<file path="config.mk">
export PLATFORM = sky130hd
export DESIGN_NAME = gsm_wr_sched
export DESIGN_NICKNAME = d
export VERILOG_FILES = /design/src/rtl/gsm_wr_sched.sv
export SDC_FILE = /design/constraint.sdc
export NUM_CORES = 1
export LEC_CHECK = 0
export CAP_MARGIN = 25
export CORE_ASPECT_RATIO = 1.25
export CORE_MARGIN = 2
export CORE_UTILIZATION = 49
export CTS_CLUSTER_SIZE = 30
export DETAILED_ROUTE_END_ITERATION = 12
export PLACE_DENSITY = 0.77
export SYNTH_ARGS = -nofsm -noshare
export SYNTH_HDL_FRONTEND = slang
export SYNTH_SLANG_ARGS = --single-unit
export TNS_END_PERCENT = 1
</file>
<file path="constraint.sdc">
create_clock -name clk_80M -period 8.1 [get_ports clk_80M]
set_input_delay 0.81 -clock clk_80M [delete_from_list [all_inputs] [get_ports clk_80M]]
set_output_delay 0.81 -clock clk_80M [all_outputs]
set_load 0.05 [all_outputs]
</file>
<file path="src/rtl/gsm_wr_sched.sv">
// Group write-port scheduler: round-robin arbitration among GSIZE requesters,
// packet locking from header to last cell, and free-cell accounting.
//
// state | meaning
// IDLE  | no packet in flight; next grant goes to a header cell, round-robin
// LOCK  | holder owns the write port until it sends its last cell
module gsm_wr_sched #(
   parameter int GSIZE     = 4,
   parameter int LOG_GSIZE = 2,
   parameter int AWIDTH    = 7
) (
   input  logic                 clk_80M,
   input  logic                 rst_n,
   input  logic [GSIZE-1:0]     i_req,
   input  logic [GSIZE-1:0]     i_sop,
   input  logic [GSIZE-1:0]     i_eop,
   input  logic                 i_free,
   output logic [GSIZE-1:0]     o_grant,
   output logic                 o_wr_en,
   output logic [LOG_GSIZE-1:0] o_wr_sel,
   output logic [AWIDTH-1:0]    o_wr_addr,
   output logic [AWIDTH:0]      o_free_cnt,
   output logic                 o_full,
   output logic                 o_busy
);

   localparam logic [AWIDTH:0] CELLS = {1'b1, {AWIDTH{1'b0}}};

   typedef enum logic {IDLE = 1'b0, LOCK = 1'b1} state_t;

   state_t                 state, state_nxt;
   logic [LOG_GSIZE-1:0]   holder, holder_nxt;
   logic [LOG_GSIZE-1:0]   rr_ptr, rr_nxt;
   logic [AWIDTH-1:0]      addr_cnt;
   logic [LOG_GSIZE-1:0]   gnt_idx;
   logic [LOG_GSIZE-1:0]   idx;
   logic                   gnt_any;

   // Index arithmetic wraps naturally because GSIZE == 2**LOG_GSIZE.
   always_comb begin
      gnt_any = 1'b0;
      gnt_idx = '0;
      idx     = '0;
      o_grant = '0;
      if (rst_n && (o_free_cnt != '0)) begin
         if (state == LOCK) begin
            if (i_req[holder]) begin
               gnt_any = 1'b1;
               gnt_idx = holder;
            end
         end else begin
            for (int i = 0; i < GSIZE; i++) begin
               idx = rr_ptr + LOG_GSIZE'(i);
               if (!gnt_any && i_req[idx] && i_sop[idx]) begin
                  gnt_any = 1'b1;
                  gnt_idx = idx;
               end
            end
         end
         if (gnt_any) o_grant[gnt_idx] = 1'b1;
      end
   end

   always_comb begin
      state_nxt  = state;
      holder_nxt = holder;
      rr_nxt     = rr_ptr;
      case (state)
         IDLE: begin
            if (gnt_any) begin
               if (i_eop[gnt_idx]) begin
                  rr_nxt = gnt_idx + LOG_GSIZE'(1);
               end else begin
                  state_nxt  = LOCK;
                  holder_nxt = gnt_idx;
               end
            end
         end
         LOCK: begin
            if (gnt_any && i_eop[holder]) begin
               state_nxt = IDLE;
               rr_nxt    = holder + LOG_GSIZE'(1);
            end
         end
         default: state_nxt = IDLE;
      endcase
   end

   always_ff @(posedge clk_80M) begin
      if (!rst_n) begin
         state      <= IDLE;
         holder     <= '0;
         rr_ptr     <= '0;
         addr_cnt   <= '0;
         o_free_cnt <= CELLS;
         o_wr_en    <= 1'b0;
         o_wr_sel   <= '0;
         o_wr_addr  <= '0;
      end else begin
         state   <= state_nxt;
         holder  <= holder_nxt;
         rr_ptr  <= rr_nxt;
         o_wr_en <= gnt_any;
         if (gnt_any) begin
            o_wr_sel  <= gnt_idx;
            o_wr_addr <= addr_cnt;
            addr_cnt  <= addr_cnt + AWIDTH'(1);
         end
         // A release in the same cycle as a grant cancels out; a release
         // with every cell already free is dropped.
         if (gnt_any && !i_free) begin
            o_free_cnt <= o_free_cnt - (AWIDTH+1)'(1);
         end else if (!gnt_any && i_free && (o_free_cnt != CELLS)) begin
            o_free_cnt <= o_free_cnt + (AWIDTH+1)'(1);
         end
      end
   end

   assign o_full = (o_free_cnt == '0);
   assign o_busy = (state == LOCK);

endmodule

</file>
Word level (Yosys, flattened, before mapping)
Index checks and enable logic that the tools add are counted.

Bits in registers: 30. Input bits: 15. Output and inout bits: 24. Word-level logic and storage cells: 111.

$add $sub $neg: 8. Magnitude comparators: 8. Eq/ne operators: 4. Multiplexer cells: 58. Bitwise logic cells: 2. Reductions and logical operators: 23.

Operators with widths (count): 2-to-1 mux 1 bit (29); binary-select mux 1 bit (select 2 bit) (11); 2-to-1 mux 2 bit (11); < comparator 2 x 3 -> 1 bit, second input constant (7); 2-to-1 mux 8 bit (2); logical AND 1 bit (13); adder 8 x 1 -> 8 bit, second input constant (1); zero test 8 bit (1); 2-to-1 mux 4 bit (2); inequality test 8 bit, second input constant (1); nonzero test 8 bit (1); subtractor 8 x 1 -> 8 bit, second input constant (1); adder 7 x 1 -> 7 bit, second input constant (1); adder 2 x 1 -> 2 bit, second input constant (3); AND reduction 3 bit (2); zero test 1 bit (5); adder 2 bit, second input constant (2); inequality test 2 bit, second input constant (2); one-hot mux 2 bit (2 select lines) (1); demux 1 bit (select 2 bit) (1); greater-or-equal comparator 2 x 1 -> 1 bit, second input constant (1); inequality test 2 x 1 -> 1 bit, second input constant (1); inverter 1 bit (2); one-hot mux 1 bit (2 select lines) (1); nonzero test 2 bit (1).

Longest topological paths before layout
Word-level depth: 30. Gate-level depth with buffers: 12. Mapped depth without buffers: 11.

Worst setup path before layout
No wires, ideal clock.

Kind: flip-flop to output port. From: reg state, in the netlist o_busy. To: out o_grant[0]. Arrival: 2563 ps. Required time: 7290 ps. Slack: 4727 ps. Cell stages (with the launch flop): 7. Path buffers: 2. Cell sequence: dfxtp_1 -> clkbuf_1 -> a21oi_1 -> a311oi_4 -> buf_2 -> nand2_1 -> nor2_1.

Word-level cells in the longest chain between the ends: 8. Elaborated cells between the ends (all ways): 11. Those cells by class: order compare (2); mux (8); reduce/logical (1).

Ends and longest elaborated chain: from (decl) (RTL line 31) `state_t state, state_nxt;`; from (signal assigned) (RTL line 100) `state <= state_nxt;`; 2-to-1 mux 2 bit (RTL line 46) `if (state == LOCK) begin`; 2-to-1 mux 2 bit (RTL line 45) `if (rst_n && (o_free_cnt != '0)) begin`; < comparator 2 x 3 -> 1 bit (not written as such) / greater-or-equal comparator 2 x 1 -> 1 bit (equally long branches) (RTL line 60) `if (gnt_any) o_grant[gnt_idx] = 1'b1;`; logical AND 1 bit (not written as such) (RTL line 60); 2-to-1 mux 1 bit (not written as such) (RTL line 60); demux 1 bit (select 2 bit) (RTL line 60); 2-to-1 mux 4 bit * (RTL line 60); 2-to-1 mux 4 bit * (RTL line 45); to (decl) (RTL line 18) `output logic [GSIZE-1:0] o_grant,`.

Every way passes the cells marked *; elsewhere a longest branch is shown, timed or not. The select of a mux whose other input is x is not followed.

Final worst setup path
From: in rst_n. To: out o_grant[1].

Word-level cells in the longest chain between the ends: 2.

Ends and longest elaborated chain: from (decl) (RTL line 13) `input logic rst_n,`; logical AND 1 bit (RTL line 45); 2-to-1 mux 4 bit (RTL line 45).

Every way passes these cells.

==> summary.txt <==
Run status
  – Outcome: finished, final reports clean

Die
  – Die Area: 4210 sq um
  – Initial Utilization: 51.6%
  – Top Ports: 39
  – Die Width: 58.4 um
  – DIE HEIGHT: 72.0 um
  – Core ar.: 3510 sq um
  – Core Rows: 24

Min path
  – Hold/Removal Path Class: flop to flop

Global route
  – Largest net degree at the start of global routing: 32
  – GRT Overall Usage: 20.2%
  – Number of global-route vias before repair: 1505
  – First-pass GRT wire length: 6.69 mm
  – GRT overflow: 0
  – Initial antenna violation count: 0

Clock tree
  – TritonCTS buffer count: 5
  – Clk_lat worst skew: 0.29 ns
  – Worst-path clk slew: 0.07 ns
  – H-tree levels: 2
  – # Post-CTS Setup Buffers: 0
  – CTS Root Cell: clkbuf_8
  – CTS tree: done
  – Clk sinks: 30
  – CTS Hold Bufs: 0
  – CTS Buffer Depth: 2
  – Post_cts resized: 0

Route
  – ANT nets after route: 0
  – Vias: 1624
  – Initial DRC count: 50
  – Remaining DRCs: 0
  – Routed vias/inst: 5.72
  – First drt pass iteration count: 4
  – WL/cell: 14.1 um
  – WL final: 3.99 mm

Final layout
  – Commonest non-fill, non-tap cell in the layout: clkdlybuf4s50_1
  – Util after Layout: 65.8%
  – Area Growth Syn to Fin: 27.5%
  – Nets: 262
  – Final Non-Filler Cells: 284
  – Final instance area: 2310 sq um
  – Fillers: 292
  – Reg area: 601 sq um
  – Multi-input logic area: 1150 sq um
  – Ant diodes: 0
  – Most frequent cells in the layout: clkdlybuf4s50_1, dfxtp_1, nand2_1
  – Share of layout cells above drive strength 1: 8.57%

Yosys
  – Seq/Total Area, Yosys: 33.1%
  – Main synth FF type: dfxtp_1
  – Cell variety after synth: 51
  – Yosys top cell area share: 33.1%
  – Syn nets: 225
  – Cells after Synth: 207
  – Largest cells by area after synthesis: dfxtp_1, mux2i_1, xnor2_1
  – Synthesized area: 1810 sq um
  – #FFs+latches synth: 30
  – Post-synth EDFFs: 0
  – Synth Area per Inst: 8.76 sq um
  – Synth warnings: 0
  – Async set-reset flop share out of synthesis: 0%
  – Dominant cell type by area after synthesis: dfxtp_1

Pwr
  – Leakage: 0.000902 uW
  – VDD IR max: 0.209 mV
  – PwrDens: 298 nW/um^2

Timing
  – Slew HR: 38.8%
  – Setup Skew: 0.00675 ns
  – Fin crit period: 4.54 ns
  – Setup TNS Final: 0 ns
  – Peak Freq: 220 MHz
  – Setup Viol. Count Final: 0
  – Period utilisation layout: 56.0%
  – Unrepaired setup endpoints after global routing: false
  – Least-Margin Pin Slew: 0.915 ns
  – Hold WS: 0.518 ns
  – Final Hold Fails: 0
  – Final Max Tran Viols: 0

Critical path
  – Crit Path Class: input pin to primary output
  – Critical Path Fanout Max: 31
  – Data required, critical path: 7.29 ns
  – Worst path arrival time: 3.73 ns
  – CP startpoint kind: input pin
  – Crit path capture type: primary output

Placed design
  – Placed cell count: 276
  – Hpwl dp: 2.81 mm
  – Post-DP Area: 2200 sq um
  – Gpl congestion: 0.833
  – Input/output buffers: 38

Run
  – Max-Cap Viols: 0
==> cell type report <==
class | instances | area share, %
Multi-Input combinational cell | 165 | 49.9
Sequential cell | 30 | 26.0
Timing Repair Buffer | 39 | 16.8
Clock buffer | 5 | 2.98
Tap cell | 39 | 2.11
Clock inverter | 3 | 1.73
Inverter | 3 | 0.487
==> where the power goes <==
group | total (uW) | internal, uW | leakage [uW] | switching (uW)
Combinational | 325 | 132 | 0.000599 | 194
Clock | 149 | 90.4 | 0.0000579 | 58.9
Sequential | 214 | 172 | 0.000244 | 41.3
Total | 688 | 394 | 0.000902 | 294
==> cell families after synthesis <==
| kind of cell | after synthesis | share of synthesized area (%) |
|---|---|---|
| flip-flops | 30 | 33.1 |
| XOR/XNOR | 15 | 7.25 |
| adder cells (fa/ha/maj) | 3 | 2.07 |
| AND/OR/NAND/NOR | 86 | 27.0 |
| AO/OA/AOI/OAI | 47 | 18.3 |
| multiplexers | 14 | 9.11 |
| buffers and inverters | 12 | 3.17 |
==> final timing paths <==
kind                            cells past startpoint                  startpoint  slack [ns]                          to
worst max register to register                     12  o_free_cnt[0]$_SDFFE_PN0P_        5.07  o_free_cnt[7]$_SDFFE_PN1P_
worst min-delay path                                2   o_wr_addr[6]$_SDFFE_PN0P_        0.52   o_wr_addr[6]$_SDFFE_PN0P_
worst min register to register                      2   o_wr_addr[6]$_SDFFE_PN0P_        0.52   o_wr_addr[6]$_SDFFE_PN0P_
worst max-delay path                                7                       rst_n        3.56                  o_grant[1]
==> worst max-delay path, cell delays in order <==
cell and delay [ns]:
clkdlybuf4s50_1 1.07, o21ai_2 0.21, a311oi_4 0.24, buf_4 0.34, nand2_1 0.12, nor2_1 0.10
clkdlybuf4s50_1 0.81
==> flip-flops by register name, summed over array words and instances, names as in the netlist <==
name,count
addr_cnt,7
o_wr_en,1
rr_ptr,2
o_wr_sel,2
o_busy,1
o_free_cnt,8
holder,2
o_wr_addr,7
==> synth_stat cells, types with 5 or more instances <==
cell	count
nor2b_1	11
nor2_1	8
xnor2_1	9
nand2_1	20
o21a_1	5
o21ai_0	11
dfxtp_1	30
a21oi_1	12
mux2i_1	12
and2_1	12
xor2_1	6
==> routing by layer <==
layer | track usage, % | share of wire (%)
met4 | 10.9 | 2.2
met3 | 4.28 | 3.4
met2 | 34.1 | 50
met5 | 0 | 0
met1 | 23.5 | 45
==> per-stage QoR <==
stage	total power, uW	setup WS [ns]
after floorplan	456	4.73
after global placement	536	3.62
after detailed placement	539	3.57
after CTS	689	3.54
after global routing	725	3.30
final	688	3.56
(Power assumes the default switching activity.)
